[config.mk]
export PLATFORM = sky130hd
export DESIGN_NAME = dekoder_sekw
export DESIGN_NICKNAME = d
export VERILOG_FILES = /design/src/rtl/dekoder_pkg.sv /design/src/rtl/dekoder_tab.sv /design/src/rtl/dekoder_sekw.sv
export SDC_FILE = /design/constraint.sdc
export NUM_CORES = 1
export LEC_CHECK = 0
export BUFFER_PORTS_ARGS = -buffer_cell sky130_fd_sc_hd__buf_2
export CORE_MARGIN = 1.5
export CORE_UTILIZATION = 45
export DETAILED_ROUTE_END_ITERATION = 8
export PLACE_DENSITY = 0.67
export RECOVER_POWER = 50
export SYNTH_ARGS = -nofsm -noshare
export SYNTH_HDL_FRONTEND = slang
export SYNTH_SLANG_ARGS = --single-unit
[constraint.sdc]
create_clock -name clk -period 1.7 [get_ports clk]
set_input_delay 0 -clock clk [delete_from_list [all_inputs] [get_ports clk]]
set_output_delay 0 -clock clk [all_outputs]
set_load 0.03 [all_outputs]
[src/rtl/dekoder_pkg.sv]
// Shared definitions for the sequential instruction decoder.
// Holds the FSM state encoding, the execution-length classes, the
// control-word bit-field layout, the opcode constants and a saturating
// increment helper for the 8-bit EXEC wait counter.
package dekoder_pkg;

    typedef enum logic [1:0] {
        ST_IDLE   = 2'd0,
        ST_DECODE = 2'd1,
        ST_EXEC   = 2'd2
    } state_t;

    // How long an instruction stays in EXEC
    typedef enum logic [1:0] {
        EK_SINGLE = 2'd0,   // exactly one cycle
        EK_MEM    = 2'd1,   // 1 + MEM_WAIT cycles
        EK_ALU    = 2'd2    // until alu_done or timeout
    } exec_kind_t;

    // Datapath strobes; rw_* : 0 = read, 1 = write
    typedef struct packed {
        logic ldi;
        logic rf_ce;
        logic aku_ce;
        logic pamiec_ce;
        logic rw_rf;
        logic rw_pamiec;
        logic jmp_en;
        logic ce_wejsc;
        logic ce_wyjsc;
        logic rst_req;
    } ctrl_t;

    localparam ctrl_t CTRL_NONE = '0;

    localparam logic [4:0] OPC_LD_REG_BIT = 5'd0;
    localparam logic [4:0] OPC_LD_AKU_REG = 5'd1;
    localparam logic [4:0] OPC_ST_AKU_REG = 5'd2;
    localparam logic [4:0] OPC_MOV_REG    = 5'd3;
    localparam logic [4:0] OPC_ADD        = 5'd4;
    localparam logic [4:0] OPC_SUB        = 5'd5;
    localparam logic [4:0] OPC_AND        = 5'd6;
    localparam logic [4:0] OPC_OR         = 5'd7;
    localparam logic [4:0] OPC_XOR        = 5'd8;
    localparam logic [4:0] OPC_NOT        = 5'd9;
    localparam logic [4:0] OPC_CMP        = 5'd10;
    localparam logic [4:0] OPC_INC_REG    = 5'd11;
    localparam logic [4:0] OPC_DEC_REG    = 5'd12;
    localparam logic [4:0] OPC_LD_PAM     = 5'd13;
    localparam logic [4:0] OPC_ST_PAM     = 5'd14;
    localparam logic [4:0] OPC_LDI        = 5'd15;
    localparam logic [4:0] OPC_SHL        = 5'd16;
    localparam logic [4:0] OPC_SHR        = 5'd17;
    localparam logic [4:0] OPC_MUL        = 5'd18;
    localparam logic [4:0] OPC_DIV        = 5'd19;
    localparam logic [4:0] OPC_MOD        = 5'd20;
    localparam logic [4:0] OPC_ROL        = 5'd21;
    localparam logic [4:0] OPC_ROR        = 5'd22;
    localparam logic [4:0] OPC_ADC        = 5'd23;
    localparam logic [4:0] OPC_SBC        = 5'd24;
    localparam logic [4:0] OPC_NEG        = 5'd25;
    localparam logic [4:0] OPC_SWAP       = 5'd26;
    localparam logic [4:0] OPC_JMP        = 5'd27;
    localparam logic [4:0] OPC_IN         = 5'd28;
    localparam logic [4:0] OPC_OUT        = 5'd29;
    localparam logic [4:0] OPC_RST        = 5'd30;
    localparam logic [4:0] OPC_NOP        = 5'd31;

    // Counter increment that sticks at all-ones instead of wrapping
    function automatic logic [7:0] sat_inc8(input logic [7:0] value);
        if (value == 8'hFF) begin
            sat_inc8 = value;
        end else begin
            sat_inc8 = value + 8'd1;
        end
    endfunction

endpackage

[src/rtl/dekoder_tab.sv]
// Combinational opcode table.
// Ports:
//   opcode  in   OPCODE_W  captured opcode
//   ctrl    out  ctrl_t    datapath strobes for this opcode
//   instr   out  INSTR_W   ALU operation code (31 for undefined opcodes)
//   illegal out  1         opcode lies outside 0..31
module dekoder_tab
    import dekoder_pkg::*;
#(
    parameter int OPCODE_W = 8,
    parameter int INSTR_W  = 5
) (
    input  logic [OPCODE_W-1:0] opcode,
    output ctrl_t               ctrl,
    output logic [INSTR_W-1:0]  instr,
    output logic                illegal
);

    localparam logic [INSTR_W-1:0] INSTR_IDLE = INSTR_W'(OPC_NOP);

    // Opcode -> control word; anything above 31 is a nop that raises illegal
    always_comb begin
        ctrl    = CTRL_NONE;
        instr   = INSTR_IDLE;
        illegal = 1'b0;
        if (opcode[OPCODE_W-1:5] != '0) begin
            illegal = 1'b1;
        end else begin
            instr = opcode[INSTR_W-1:0];
            case (opcode[4:0])
                OPC_LD_REG_BIT, OPC_LD_AKU_REG, OPC_ADD, OPC_SUB, OPC_AND,
                OPC_OR, OPC_XOR, OPC_NOT, OPC_CMP,
                OPC_SHL, OPC_SHR, OPC_MUL, OPC_DIV, OPC_MOD, OPC_ROL,
                OPC_ROR, OPC_ADC, OPC_SBC, OPC_NEG, OPC_SWAP: begin
                    ctrl.aku_ce = 1'b1;
                    ctrl.rf_ce  = 1'b1;
                end
                OPC_ST_AKU_REG, OPC_MOV_REG, OPC_INC_REG, OPC_DEC_REG: begin
                    ctrl.rf_ce = 1'b1;
                    ctrl.rw_rf = 1'b1;
                end
                OPC_LD_PAM: begin
                    ctrl.pamiec_ce = 1'b1;
                    ctrl.aku_ce    = 1'b1;
                end
                OPC_ST_PAM: begin
                    ctrl.pamiec_ce = 1'b1;
                    ctrl.rw_pamiec = 1'b1;
                end
                OPC_LDI: begin
                    ctrl.ldi    = 1'b1;
                    ctrl.aku_ce = 1'b1;
                end
                OPC_JMP: ctrl.jmp_en = 1'b1;
                OPC_IN: begin
                    ctrl.ce_wejsc = 1'b1;
                    ctrl.aku_ce   = 1'b1;
                end
                OPC_OUT: ctrl.ce_wyjsc = 1'b1;
                OPC_RST: ctrl.rst_req  = 1'b1;
                default: ctrl = CTRL_NONE;   // OPC_NOP
            endcase
        end
    end

endmodule

[src/rtl/dekoder_sekw.sv]
// Sequential instruction decoder: IDLE -> DECODE -> EXEC -> IDLE.
// Every output is a register. Strobes for an EXEC cycle appear on the
// outputs in the following cycle, so the first strobe cycle starts two
// edges after the edge that accepted the opcode.
// Ports:
//   clk, rst                 clock, synchronous active-high reset
//   rom_valid, dane_rom      opcode offered by program ROM
//   rom_ready                decoder will take an opcode this cycle
//   alu_done                 multi-cycle ALU op finished (EXEC only)
//   instrukcja               ALU operation code, 31 when nothing executes
//   ldi .. ce_wyjsc          datapath strobes
//   rst_req                  one-cycle core soft-reset request
//   busy                     FSM is in DECODE or EXEC
//   illegal, timeout         one-cycle status pulses
module dekoder_sekw
    import dekoder_pkg::*;
#(
    parameter int OPCODE_W    = 8,
    parameter int INSTR_W     = 5,
    parameter int MEM_WAIT    = 1,
    parameter int ALU_TIMEOUT = 15
) (
    input  logic                clk,
    input  logic                rst,
    input  logic                rom_valid,
    input  logic [OPCODE_W-1:0] dane_rom,
    output logic                rom_ready,
    input  logic                alu_done,
    output logic [INSTR_W-1:0]  instrukcja,
    output logic                ldi,
    output logic                rf_ce,
    output logic                aku_ce,
    output logic                pamiec_ce,
    output logic                rw_rf,
    output logic                rw_pamiec,
    output logic                jmp_en,
    output logic                ce_wejsc,
    output logic                ce_wyjsc,
    output logic                rst_req,
    output logic                busy,
    output logic                illegal,
    output logic                timeout
);

    localparam logic [INSTR_W-1:0] INSTR_IDLE = INSTR_W'(OPC_NOP);
    localparam logic [7:0]         MEM_LIMIT  = 8'(MEM_WAIT + 1);
    localparam logic [7:0]         ALU_LIMIT  = 8'(ALU_TIMEOUT);

    state_t               state_r;
    logic [OPCODE_W-1:0]  opc_r;
    logic [7:0]           cnt_r;
    exec_kind_t           kind_r;
    ctrl_t                ctrl_r;
    logic [INSTR_W-1:0]   instr_word_r;
    logic                 illegal_word_r;
    logic                 tmo_pend_r;

    ctrl_t                out_ctrl_r;
    logic [INSTR_W-1:0]   instr_out_r;
    logic                 illegal_r;
    logic                 timeout_r;
    logic                 busy_r;
    logic                 rom_ready_r;

    ctrl_t                tab_ctrl_s;
    logic [INSTR_W-1:0]   tab_instr_s;
    logic                 tab_illegal_s;
    exec_kind_t           kind_s;
    logic                 exec_end_s;
    logic                 exec_tmo_s;

    dekoder_tab #(
        .OPCODE_W (OPCODE_W),
        .INSTR_W  (INSTR_W)
    ) u_tab (
        .opcode  (opc_r),
        .ctrl    (tab_ctrl_s),
        .instr   (tab_instr_s),
        .illegal (tab_illegal_s)
    );

    // Classify the captured opcode by how long it occupies EXEC
    always_comb begin
        kind_s = EK_SINGLE;
        if (opc_r == OPCODE_W'(OPC_MUL) || opc_r == OPCODE_W'(OPC_DIV) ||
            opc_r == OPCODE_W'(OPC_MOD)) begin
            kind_s = EK_ALU;
        end else if (opc_r == OPCODE_W'(OPC_LD_PAM) ||
                     opc_r == OPCODE_W'(OPC_ST_PAM)) begin
            kind_s = EK_MEM;
        end else begin
            kind_s = EK_SINGLE;
        end
    end

    // Decide whether the current EXEC cycle is the last one; cnt_r counts
    // EXEC cycles starting at 1, so the limit equals the cycle budget
    always_comb begin
        exec_end_s = 1'b0;
        exec_tmo_s = 1'b0;
        case (kind_r)
            EK_MEM: begin
                if (cnt_r >= MEM_LIMIT) begin
                    exec_end_s = 1'b1;
                end else begin
                    exec_end_s = 1'b0;
                end
            end
            EK_ALU: begin
                if (alu_done) begin
                    exec_end_s = 1'b1;
                end else if (cnt_r >= ALU_LIMIT) begin
                    exec_end_s = 1'b1;
                    exec_tmo_s = 1'b1;
                end else begin
                    exec_end_s = 1'b0;
                end
            end
            default: exec_end_s = 1'b1;
        endcase
    end

    // Decoder FSM, wait counter and all registered outputs
    always_ff @(posedge clk) begin
        if (rst) begin
            state_r        <= ST_IDLE;
            opc_r          <= '0;
            cnt_r          <= 8'd0;
            kind_r         <= EK_SINGLE;
            ctrl_r         <= CTRL_NONE;
            instr_word_r   <= INSTR_IDLE;
            illegal_word_r <= 1'b0;
            tmo_pend_r     <= 1'b0;
            out_ctrl_r     <= CTRL_NONE;
            instr_out_r    <= INSTR_IDLE;
            illegal_r      <= 1'b0;
            timeout_r      <= 1'b0;
            busy_r         <= 1'b0;
            rom_ready_r    <= 1'b1;
        end else begin
            // pulse-type outputs fall back to idle values unless EXEC drives them
            out_ctrl_r  <= CTRL_NONE;
            instr_out_r <= INSTR_IDLE;
            illegal_r   <= 1'b0;
            // the timeout pulse follows the last strobe cycle of a stalled op
            timeout_r   <= tmo_pend_r;
            tmo_pend_r  <= 1'b0;
            case (state_r)
                ST_IDLE: begin
                    // rom_ready_r also stays low for the trailing strobe cycle,
                    // so an opcode is only taken when rom_ready is visible
                    if (rom_valid && rom_ready_r) begin
                        opc_r       <= dane_rom;
                        state_r     <= ST_DECODE;
                        busy_r      <= 1'b1;
                        rom_ready_r <= 1'b0;
                    end else begin
                        busy_r      <= 1'b0;
                        rom_ready_r <= 1'b1;
                    end
                end
                ST_DECODE: begin
                    ctrl_r         <= tab_ctrl_s;
                    instr_word_r   <= tab_instr_s;
                    illegal_word_r <= tab_illegal_s;
                    kind_r         <= kind_s;
                    cnt_r          <= 8'd1;
                    state_r        <= ST_EXEC;
                    busy_r         <= 1'b1;
                    rom_ready_r    <= 1'b0;
                end
                ST_EXEC: begin
                    out_ctrl_r  <= ctrl_r;
                    instr_out_r <= instr_word_r;
                    illegal_r   <= illegal_word_r;
                    rom_ready_r <= 1'b0;
                    tmo_pend_r  <= exec_tmo_s;
                    if (exec_end_s) begin
                        state_r <= ST_IDLE;
                        busy_r  <= 1'b0;
                    end else begin
                        cnt_r   <= sat_inc8(cnt_r);
                        busy_r  <= 1'b1;
                    end
                end
                default: begin
                    state_r     <= ST_IDLE;
                    busy_r      <= 1'b0;
                    rom_ready_r <= 1'b1;
                end
            endcase
        end
    end

    assign rom_ready  = rom_ready_r;
    assign busy       = busy_r;
    assign illegal    = illegal_r;
    assign timeout    = timeout_r;
    assign instrukcja = instr_out_r;
    assign ldi        = out_ctrl_r.ldi;
    assign rf_ce      = out_ctrl_r.rf_ce;
    assign aku_ce     = out_ctrl_r.aku_ce;
    assign pamiec_ce  = out_ctrl_r.pamiec_ce;
    assign rw_rf      = out_ctrl_r.rw_rf;
    assign rw_pamiec  = out_ctrl_r.rw_pamiec;
    assign jmp_en     = out_ctrl_r.jmp_en;
    assign ce_wejsc   = out_ctrl_r.ce_wejsc;
    assign ce_wyjsc   = out_ctrl_r.ce_wyjsc;
    assign rst_req    = out_ctrl_r.rst_req;

endmodule

==> reports/metrics.csv <==
metric,value,unit
cts_buffers,5,
reg2reg_to,cnt_r[1],
multiInputGateArea,0.00112,mm^2
synthArstFlopShare,0,
synth_area_per_cell,9.53,um^2
reg2reg_depth,7,
crit_slowest_cell,dfxtp_2,
syn-instance-count,235,
fill_cells,436,
arrival,1.90,ns
relSlewSlack,0.677,
synth_top_area_share,0.501,
num_vias,1831,
portBuffers,30,
peakVddDrop,0.000424,V
power.total,2.32,mW
status,completed,
numClockSinks,56,
post_drt_wl_per_cell,12.3,um
io-pin-count,31,
muxShareOfSynthArea,0,
dieWidth,73.5,um
cap_violations,0,
root_buffer,clkbuf_8,
hold_depth,3,
synth-adder-area-share,0.0224,
area_growth,28.1,%
grt_first_pass_wirelength,7530,um
synth_edf_count,0,
maxSlewViolCount,0,
fmax,0.591,GHz
ant_nets,0,
dieArea,0.00541,mm^2
max_stage_delay,0.37,ns
gp_congestion,0.843,
viasPerCell,5.00,
die_h,73.5,um
synth-seq-cells,56,
hp-class,input port to register,
ys.flop_type,dfxtp_1,
antenna_found_initial,0,
fin_crit_sh,0.996,
num_antenna_cells,0,
critical_path_required,1.91,ns
synth_fp_nets,251,
regArea,0.00113,mm^2
startpoint_type,register,
drtIter0Drc,121,
pwr_density_cell,808,mW/mm^2
nets,314,
synthTopCellsByArea,"dfxtp_1, nand2_1, a21oi_1",
hold_viol,0,
synthSimpleGateAreaFrac,0.260,
drcViolationCount,0,
r2r_start,cnt_r[0],
clk_pin_slew,0.09,ns
core.rowCount,25,
min_period,1.69,ns
overflow,0,
cts_buffer_depth,2,
cts_tree,yes,
initial_utilization,0.471,
path_cells,inv_1 -> ha_1 -> nor4_2 -> a21boi_2 -> nor2_4 -> nand2_1 -> o41ai_2,
rsz0062_at_grt,true,
drive_above_1_share,0.251,
crit_path_end_kind,register,
synth_top_family_by_area,simple AND/OR/NAND/NOR gates,
grt_max_degree,30,
grt_pass1_vias,1644,
ys_warn_count,0,
h-tree-depth,2,
critPathMaxFanout,5,
worstMarginPinSlew,0.485,ns
grt_use_total,0.178,
clock_latency,0.30,ns
dp_hpwl,3080,um
finalWirelength,4510,um
critPathKind,register to register,
synth_compound_area_frac,0.178,
hold_start,rom_valid,
coreArea,0.00475,mm^2
p_leak,1.11,nW
synth_area,0.00224,mm^2
hold_path_end,rom_ready,
synth_xor_area_frac,0.0117,
r2r_setup_slack,0.008,ns
synth_cell_types,51,
synth_top_cell_by_area,dfxtp_1,
utilization,0.603,
yosysSeqAreaShare,0.501,
drt-pass1-iter-count,5,
finalSetupViolCount,0,
finalClockSkew,0.00788,ns
==> per-stage QoR <==
| step | cells | TNS [ns] | setup WS, ns | hold slack (ns) | cell area, um^2 |
|---|---|---|---|---|---|
| after floorplan | 235 | 0 | 0.0515 | 0.0775 | 2240 |
| after global placement | 346 | -0.0104 | -0.0104 | 0.210 | 2620 |
| after detailed placement | 346 | -0.126 | -0.0534 | 0.210 | 2620 |
| after CTS | 363 | 0 | 0.000574 | 0.00915 | 2810 |
| after global routing | 366 | -0.484 | -0.0985 | 0.0251 | 2870 |
| final | 366 | 0 | 0.00751 | 0.0134 | 2870 |
==> routing by layer <==
metal  part of all wire  vias to the layer above  global-route usage  routed length [um]
met5                  0                        -                   0                   0
met2               0.45                       43               0.272                2040
met4              0.017                        0              0.0700                  75
met1               0.50                      828               0.249                2230
li1                   -                      954                   -                   -
met3              0.034                        6              0.0329                 155
==> kinds of logic (layout without fill, tap and decap cells) <==
family / count (synthesis) / count (layout)
AND/OR/NAND/NOR: 101 / 101
flip-flops: 56 / 56
AO/OA/AOI/OAI: 55 / 55
buffers and inverters: 16 / 80
adder cells (fa/ha/maj): 4 / 4
XOR/XNOR: 3 / 3
==> worst max-delay path by stage <==
stage	start	cells after the start	end	slack (ns)
final	cnt_r[0]	7	cnt_r[1]	0.008
after global routing	cnt_r[0]	7	cnt_r[1]	-0.1
after floorplan	cnt_r[0]	7	cnt_r[2]	0.05
after global placement	cnt_r[0]	7	cnt_r[2]	-0.01
after CTS	kind_r[0]	6	cnt_r[1]	0.0006
after detailed placement	cnt_r[0]	7	cnt_r[2]	-0.05
==> where the power goes <==
group          leakage (nW)  switching (mW)  total, mW  internal (mW)
sequential            0.458          0.0269       1.38           1.35
clock                0.0485           0.425      0.721          0.296
combinational         0.600           0.123      0.219         0.0966
==> cells in the mapped netlist (3+ instances only) <==
library cell	n
a21o_1	3
a21oi_1	17
a31o_1	3
and2_1	11
clkbuf_1	8
dfxtp_1	56
ha_1	4
inv_1	6
nand2_1	33
nand2b_1	3
nand3_1	3
nand4_1	3
nor2_1	17
nor2b_1	5
nor3_1	3
nor4_2	4
o21ai_0	5
o22a_1	3
or3_1	5
==> critical path, delay by kind of cell (launching register included) <==
family                   cells  cell delay [ns]
AND/OR/NAND/NOR              3             0.54
AO/OA/AOI/OAI                2             0.46
buffers and inverters        1             0.05
adder cells (fa/ha/maj)      1             0.19
flip-flops                   1             0.37
==> state kept, by name, summed over array words and instances (netlist names), 2 cells and up <==
name / flops
cnt_r: 8
opc_r: 8
kind_r: 2
instr_word_r: 5
state_r: 2
instrukcja: 5
ctrl_r: 10
==> layout make-up <==
type / count / area share
well taps: 67 / 0.0292
multi-input cells: 163 / 0.392
inverters: 6 / 0.00785
clock buffers: 5 / 0.0240
flip-flops and latches: 56 / 0.394
clock inverters: 3 / 0.00785
repair buffers: 66 / 0.145
==> placed cells by master (no fill, tap or decap), types with 5 or more instances in the layout <==
cell,instances
nand2_1,33
clkbuf_8,5
o21ai_0,5
clkbuf_1,20
a21oi_1,17
buf_2,11
nor2b_1,5
buf_4,26
or3_1,5
and2_1,11
inv_1,6
dfxtp_1,49
dfxtp_2,7
dlygate4sd3_1,9
nor2_1,17
==> what timing repair did <==
| action | 4_1_cts | 5_1_grt |
|---|---|---|
| gates resized for setup | 2 | 16 |
| setup buffers | 0 | 3 |
| hold endpoints to repair | 9 | 0 |
| hold buffers | 9 | 0 |
| cloned | 0 | 0 |
| pin swaps | 0 | 9 |
| endpoints found under the setup margin | 4 | 9 |
No activity file was read; power rests on OpenSTA's default activity.
